--- config.mk ---
export PLATFORM = sky130hd
export DESIGN_NAME = rotor_step_sequencer
export DESIGN_NICKNAME = d
export VERILOG_FILES = /design/src/rtl/rotor_step_sequencer.sv
export SDC_FILE = /design/constraint.sdc
export NUM_CORES = 1
export LEC_CHECK = 0
export CORE_MARGIN = 2
export CORE_UTILIZATION = 45
export CTS_CLUSTER_DIAMETER = 30
export DETAILED_ROUTE_END_ITERATION = 16
export GPL_TIMING_DRIVEN = 0
export PLACE_DENSITY = 0.76
export REMOVE_ABC_BUFFERS = 1
export SLEW_MARGIN = 10
export SYNTH_ARGS = -nofsm -noshare
export SYNTH_HDL_FRONTEND = slang
export SYNTH_SLANG_ARGS = --single-unit
export TNS_END_PERCENT = 5
--- constraint.sdc ---
create_clock -name clk -period 3.67 [get_ports clk]
set_clock_uncertainty 0.05 [all_clocks]
set_input_delay 1.101 -clock clk [delete_from_list [all_inputs] [get_ports clk]]
set_output_delay 1.101 -clock clk [all_outputs]
set_load 0.05 [all_outputs]
--- src/rtl/rotor_step_sequencer.sv ---
// rtl/rotor_step_sequencer.sv - keypad/config sequencer for the rotor-position block (optional DOUBLE_STEP_EN)
module rotor_step_sequencer #(
  parameter int SETTLE_CYC = 2,
  parameter int NOTCH2     = 4
) (
  input  logic       clk,
  input  logic       rst_n,
  input  logic       cfg_valid,
  output logic       cfg_ready,
  input  logic [4:0] cfg_pos1,
  input  logic [4:0] cfg_pos2,
  input  logic [4:0] cfg_pos3,
  input  logic       key_valid,
  output logic       key_ready,
  output logic       enc_valid,
  output logic       busy,
  output logic [4:0] rp_rnotch,
  output logic [1:0] rp_sel,
  output logic       rp_ld,
  output logic       rp_step,
  input  logic [4:0] r1,
  input  logic [4:0] r2,
  input  logic [4:0] r3
);

  typedef enum logic [3:0] {
    S_IDLE,
    S_CFG_CLR,
    S_CFG_LD1,
    S_CFG_LD2,
    S_CFG_LD3,
    S_STEP,
`ifdef DOUBLE_STEP_EN
    S_DS_LD2,
    S_DS_LD3,
`endif
    S_SETTLE,
    S_ENC
  } state_t;

  typedef enum logic [1:0] {PH_SETUP, PH_HI, PH_LO} phase_t;

  localparam logic [7:0] SETTLE_LOAD = 8'(SETTLE_CYC - 1);

  state_t     state, next_state, after_action;
  phase_t     phase, next_phase;
  logic [7:0] settle_cnt;
  logic       ready_en;
  logic       is_action;
  logic       cfg_accept, key_accept;
  logic [4:0] pos1, pos2, pos3;

  function automatic logic [4:0] inc26(input logic [4:0] p);
    return (p >= 5'd25) ? 5'd0 : p + 5'd1;
  endfunction

  function automatic logic [4:0] clamp26(input logic [4:0] p);
    return (p > 5'd25) ? 5'd0 : p;
  endfunction

`ifdef DOUBLE_STEP_EN
  logic       ds;
  logic [4:0] r2_pre, ds_pos2, ds_pos3;
  logic       unused_fb;
  assign unused_fb = ^r1;
`else
  logic       unused_fb;
  assign unused_fb = ^{r1, r2, r3, 5'(NOTCH2)};
`endif

  // ready_en keeps both ready outputs low until the first clock after reset release
  assign cfg_ready  = ready_en && (state == S_IDLE);
  assign key_ready  = cfg_ready && !cfg_valid;
  assign cfg_accept = cfg_valid && cfg_ready;
  assign key_accept = key_valid && key_ready;
  assign busy       = (state != S_IDLE);

  // State, phase, settle counter and captured load data
  always_ff @(posedge clk or negedge rst_n) begin
    if (!rst_n) begin
      state      <= S_IDLE;
      phase      <= PH_SETUP;
      settle_cnt <= '0;
      ready_en   <= 1'b0;
      pos1       <= '0;
      pos2       <= '0;
      pos3       <= '0;
`ifdef DOUBLE_STEP_EN
      ds         <= 1'b0;
      r2_pre     <= '0;
      ds_pos2    <= '0;
      ds_pos3    <= '0;
`endif
    end else begin
      state    <= next_state;
      phase    <= next_phase;
      ready_en <= 1'b1;
      if (cfg_accept) begin
        pos1 <= clamp26(cfg_pos1);
        pos2 <= clamp26(cfg_pos2);
        pos3 <= clamp26(cfg_pos3);
      end
      if (next_state == S_SETTLE && state != S_SETTLE) begin
        settle_cnt <= SETTLE_LOAD;
      end else if (state == S_SETTLE && settle_cnt != 8'd0) begin
        settle_cnt <= settle_cnt - 8'd1;
      end
`ifdef DOUBLE_STEP_EN
      if (key_accept) begin
        r2_pre <= r2;
        ds     <= (r2 == 5'(NOTCH2));
      end
      // Capture the double-step targets once the STEP has settled, so load data
      // cannot move while a later strobe is high.
      if (state == S_STEP && phase == PH_LO) begin
        ds_pos2 <= inc26(r2);
        ds_pos3 <= inc26(r3);
      end
`endif
    end
  end

  // Next-state decode and rotor interface drive
  always_comb begin
    next_state   = state;
    next_phase   = phase;
    after_action = state;
    is_action    = 1'b0;
    rp_sel       = 2'd0;
    rp_rnotch    = 5'd0;
    rp_ld        = 1'b0;
    rp_step      = 1'b0;
    enc_valid    = 1'b0;
    case (state)
      S_CFG_CLR: begin
        is_action    = 1'b1;
        after_action = S_CFG_LD1;
      end
      S_CFG_LD1: begin
        is_action    = 1'b1;
        rp_sel       = 2'd1;
        rp_rnotch    = pos1;
        after_action = S_CFG_LD2;
      end
      S_CFG_LD2: begin
        is_action    = 1'b1;
        rp_sel       = 2'd2;
        rp_rnotch    = pos2;
        after_action = S_CFG_LD3;
      end
      S_CFG_LD3: begin
        is_action    = 1'b1;
        rp_sel       = 2'd3;
        rp_rnotch    = pos3;
        after_action = S_IDLE;
      end
      S_STEP: begin
        is_action    = 1'b1;
        after_action = S_SETTLE;
`ifdef DOUBLE_STEP_EN
        // Skip the R2 load when the block's own carry already advanced R2
        if (ds) after_action = (r2 == r2_pre) ? S_DS_LD2 : S_DS_LD3;
`endif
      end
`ifdef DOUBLE_STEP_EN
      S_DS_LD2: begin
        is_action    = 1'b1;
        rp_sel       = 2'd2;
        rp_rnotch    = ds_pos2;
        after_action = S_DS_LD3;
      end
      S_DS_LD3: begin
        is_action    = 1'b1;
        rp_sel       = 2'd3;
        rp_rnotch    = ds_pos3;
        after_action = S_SETTLE;
      end
`endif
      S_SETTLE: begin
        if (settle_cnt == 8'd0) next_state = S_ENC;
      end
      S_ENC: begin
        enc_valid  = 1'b1;
        next_state = S_IDLE;
      end
      default: begin
        if (cfg_accept)      next_state = S_CFG_CLR;
        else if (key_accept) next_state = S_STEP;
      end
    endcase
    if (is_action) begin
      if (state == S_STEP) rp_step = (phase == PH_HI);
      else                 rp_ld   = (phase == PH_HI);
      case (phase)
        PH_SETUP: next_phase = PH_HI;
        PH_HI:    next_phase = PH_LO;
        default: begin
          next_phase = PH_SETUP;
          next_state = after_action;
        end
      endcase
    end
  end

endmodule
# Word level (Yosys, flattened, before mapping)
# Cells that the tools add are included.
# totals
latch_bits,0
register_bits,30
ramBits,0
wordCells,57
mem_bits_ro,0
out_inout_bits,13
in_bits,34
memories,0
# classes
n_addsub,1
bitwise,0
order_cmp,3
n_eq_ne,10
n_div,0
shifts,0
multipliers,0
n_mux,21
reduce_logical,15
# op_table
cell,count
"equality test 4 x 3 -> 1 bit, second input constant",5
2-to-1 mux 4 bit,5
one-hot mux 4 bit (5 select lines),1
2-to-1 mux 8 bit,2
"> comparator 5 bit, second input constant",3
2-to-1 mux 5 bit,3
one-hot mux 5 bit (3 select lines),1
one-hot mux 4 bit (3 select lines),1
"equality test 4 x 2 -> 1 bit, second input constant",2
zero test 8 bit,1
nonzero test 8 bit,1
"subtractor 8 x 1 -> 8 bit, second input constant",1
logical AND 1 bit,6
2-to-1 mux 1 bit,6
one-hot mux 2 bit (3 select lines),1
OR reduction 5 bit,1
"equality test 4 x 1 -> 1 bit, second input constant",1
zero test 4 bit,1
"!= test 4 x 3 -> 1 bit, second input constant",1
one-hot mux 2 bit (2 select lines),1
nonzero test 4 bit,1
"equality test 2 x 1 -> 1 bit, second input constant",1
zero test 2 bit,1
nonzero test 2 bit,1
other kinds (2),2

# Logic depth before layout (Yosys ltp)
# logic_depth
ltp_word,12
ltp_mapped,6
mapped_depth_nobuf,6

# Worst setup path after synthesis
# OpenSTA, ideal clock, no wires.
# synth_timing
path_type,register to output
start,reg state[0]
end,out rp_step
stages_incl_launch_ff,4
setup_slack_ns,-0.110
t_arrival_ns,2.629
required_ns,2.519
path_buffers,2
cell_sequence,dfrtp_1 clkbuf_1 buf_1 nor4b_1
# synth_between
elab_chain_len,4
word_cells_on_any_way,9
classes_between,eq/ne: 5; mux: 3; reduce/logical: 1
# synth_rtl
element,line,source
"start, declared",45,"state_t state, next_state, after_action;"
"start signal, assigned",95,state <= next_state;
equality test 4 x 3 -> 1 bit (tied with other cells),"134, 192",
OR reduction 5 bit (no source line),n/a,
2-to-1 mux 1 bit,134,case (state)
2-to-1 mux 1 bit (*),191,if (is_action) begin
"end, declared",20,"output logic rp_step,"
# Every way passes the cells marked *; elsewhere a longest branch is shown, timed or not.

# Worst setup path in the final report
# layout_timing
start,reg state[3]
end,out rp_sel[0]
# layout_between
elab_chain_len,2
word_cells_on_any_way,4
classes_between,eq/ne: 3; mux: 1
# layout_rtl
element,line,source
equality test 4 x 3 -> 1 bit / equality test 4 x 2 -> 1 bit (equally long branches),134,
one-hot mux 2 bit (3 select lines) (*),134,
"end, declared",18,"output logic [1:0] rp_sel,"
# Marks and branches as above.

==> impl_metrics.ini <==
[global_routing]
antenna_found_initial = 0
grt_max_degree = 31
grt_usage_pct = 19.2
grt.overflow.total = 0
grt_pass1_wl_um = 6300
grt_pass1_vias = 1420

[worst_hold_path]
hold_start = pos3[1]
holdCritPathClass = register to register
min_path_cells = 2
whs_endpoint = pos3[1]

[floorplanning]
die_w_um = 65.1
num_io_pins = 47
fp.dieH_um = 65.1
die_area_um2 = 4230
row_count = 22
start_util_pct = 46.2
core_um2 = 3630

[placed_design]
io_buffers = 31
place_congestion = 0.811
hpwl_um = 2420

[flow_run]
cap_viol_max_count = 0

[pwr]
p_leak_nw = 0.937
vdd_drop_max_mv = 0.755
finalPower_mw = 1.72
powerDensity_nw_per_um2 = 826

[layout]
seq_area_um2 = 753
multiInputGateArea_um2 = 857
area_growth_pct = 24.1
final_common_cell = nand2_1
antenna_cells = 0
fillers = 350
finalNetCount = 257
final_cell_mix = nand2_1, o21ai_0, dfrtp_1, clkdlybuf4s50_1, nor2_1
layout-drive-gt1-share_pct = 8.11

[synthesis]
ys_types = 47
synth-edff-count = 0
synthArstFlopShare_pct = 100
syn_avg_cell_area_um2 = 8.56
synth_warnings = 0
ys.flop_type = dfrtp_1
yosysSeqAreaShare_pct = 44.7
synth-seq-cells = 30
postSynthCellCount = 196
synth_area_um2 = 1680

[routing]
routed_wl_um = 3400
routed_via_density = 5.39
vias = 1456
drt-initial-drc-count = 106
drc_errors = 0
first_pass_iters = 4
wl_per_cell_um = 12.6
ant_nets = 0

[critical_path]
critPathTopFamily = buffers and inverters
crit_buf_inv = 1
path_class = register to output port
reg2reg_slack_ns = 1.40
slowest_stage = clkdlybuf4s50_1
r2r-start = state[3]
crit_chain = nand2b_1 -> nor3_2 -> o21bai_1 -> clkdlybuf4s50_1
path_max_fanout = 14
crit_path_start_kind = register
cp.required_ns = 2.52
worstReg2RegEnd = pos1[2]
end_kind = output port
r2r_cells = 3
cp_data_arrival_time_ns = 2.39
critPathMaxStageDelay_ns = 0.82

[timing]
max_freq_mhz = 283
post-route-period-util_pct = 96.4
setup_viol = 0
fin_crit_ns = 3.54
drv_slew = 0
worst_slew_pin_slew_ns = 0.979
rsz0062_at_grt = false
tns_ns = 0
final_hold_viol_count = 0
relSlewSlack_pct = 34.5

[clock_network]
cts-buffers-inserted = 5
post-cts-setup-buffers = 0
clk_pin_slew_worst_paths_ns = 0.06
clockBufferDepth = 2
tritoncts = yes
cts_num_sinks = 30
cts_max_level = 2
cts.root.buffer_cell = clkbuf_8
insertion_delay_ns = 0.28
hold_buffers = 0
ctsResizeCount = 6

[status]
status = complete, no violations
## kinds of logic (layout without fill, tap and decap cells)
logic type	after synthesis	in the layout	share of synthesized area (%)
AND/OR/NAND/NOR	80	80	22.1
XOR/XNOR	2	2	1.04
adder cells (fa/ha/maj)	2	2	1.49
flip-flops	30	30	44.7
multiplexers	7	7	4.18
buffers and inverters	18	44	4.62
AO/OA/AOI/OAI	56	56	21.6
other	1	1	0.223
## registers in the layout, summed over array words and instances, names as in the netlist
name        cells
pos1            5
phase           2
pos2            5
pos3            5
settle_cnt      8
ready_en        1
state           4
## worst min-delay path: cells and delay by family, from the launching register on
| kind | cells | cell delay (ns) |
|---|---|---|
| AO/OA/AOI/OAI | 1 | 0.06 |
| flip-flops | 1 | 0.34 |
| AND/OR/NAND/NOR | 1 | 0.05 |
## through the flow
stage | cells | area, µm² | hold WS [ns] | worst slack [ns] | util [%]
4_1_cts | 270 | 2070 | 0.434 | 0.0111 | 57.1
5_1_grt | 270 | 2080 | 0.460 | 0.000679 | 57.3
6_report | 270 | 2080 | 0.432 | 0.131 | 57.3
3_5_place_dp | 262 | 1980 | 0.420 | 0.0147 | 54.6
2_1_floorplan | 183 | 1620 | 0.399 | 0.0334 | -
3_3_place_gp | 262 | 1990 | 0.411 | 0.0274 | 54.8
## how the worst max path moves through the flow
stage	depth (start not counted)	to	slack (ns)	from
global placement	3	key_ready	0.03	cfg_valid
detailed placement	3	key_ready	0.01	cfg_valid
global route	3	rp_ld	0.0007	state[1]
CTS	4	rp_sel[0]	0.01	state[2]
finish	4	rp_sel[0]	0.13	state[3]
floorplan	2	rp_ld	0.03	state[0]
## synth_stat cells, drive strengths merged, types with 2 or more instances
| master | n | area share (%) |
|---|---|---|
| nand2 | 49 | 11 |
| a21oi | 3 | 0.89 |
| and3 | 2 | 0.75 |
| clkbuf | 9 | 2.0 |
| buf | 4 | 1.5 |
| nor2 | 10 | 2.2 |
| inv | 5 | 1.1 |
| nor3 | 4 | 1.2 |
| nor4b | 2 | 1.0 |
| dfrtp | 30 | 45 |
| o31ai | 3 | 1.3 |
| ha | 2 | 1.5 |
| o211ai | 9 | 4.6 |
| mux2i | 7 | 4.2 |
| o21ai | 28 | 8.4 |
| or4 | 2 | 1.1 |
| nor2b | 2 | 0.75 |
## final cells by class
class                           count  area share (%)
Multi-Input combinational cell    148            41.2
Sequential cell                    30            36.2
Timing Repair Buffer               31            14.5
Clock buffer                        7            4.15
Tap cell                           48            2.88
Inverter                            5           0.901
Clock inverter                      1           0.240
## report_power, final
group,internal [mW],switching (mW),leakage [nW],total (mW)
Combinational,0.311,0.476,0.508,0.786
Sequential,0.476,0.188,0.381,0.664
Clock,0.151,0.118,0.0482,0.269
## per-layer routing
metal / vias up / global-route usage [%] / wire length, µm
met5: - / 0 / 0
met1: 673 / 24.8 / 1640
met4: 0 / 7.81 / 53
met3: 6 / 5.03 / 157
li1: 742 / - / -
met2: 35 / 30.8 / 1550
No activity file was read; power rests on OpenSTA's default activity.
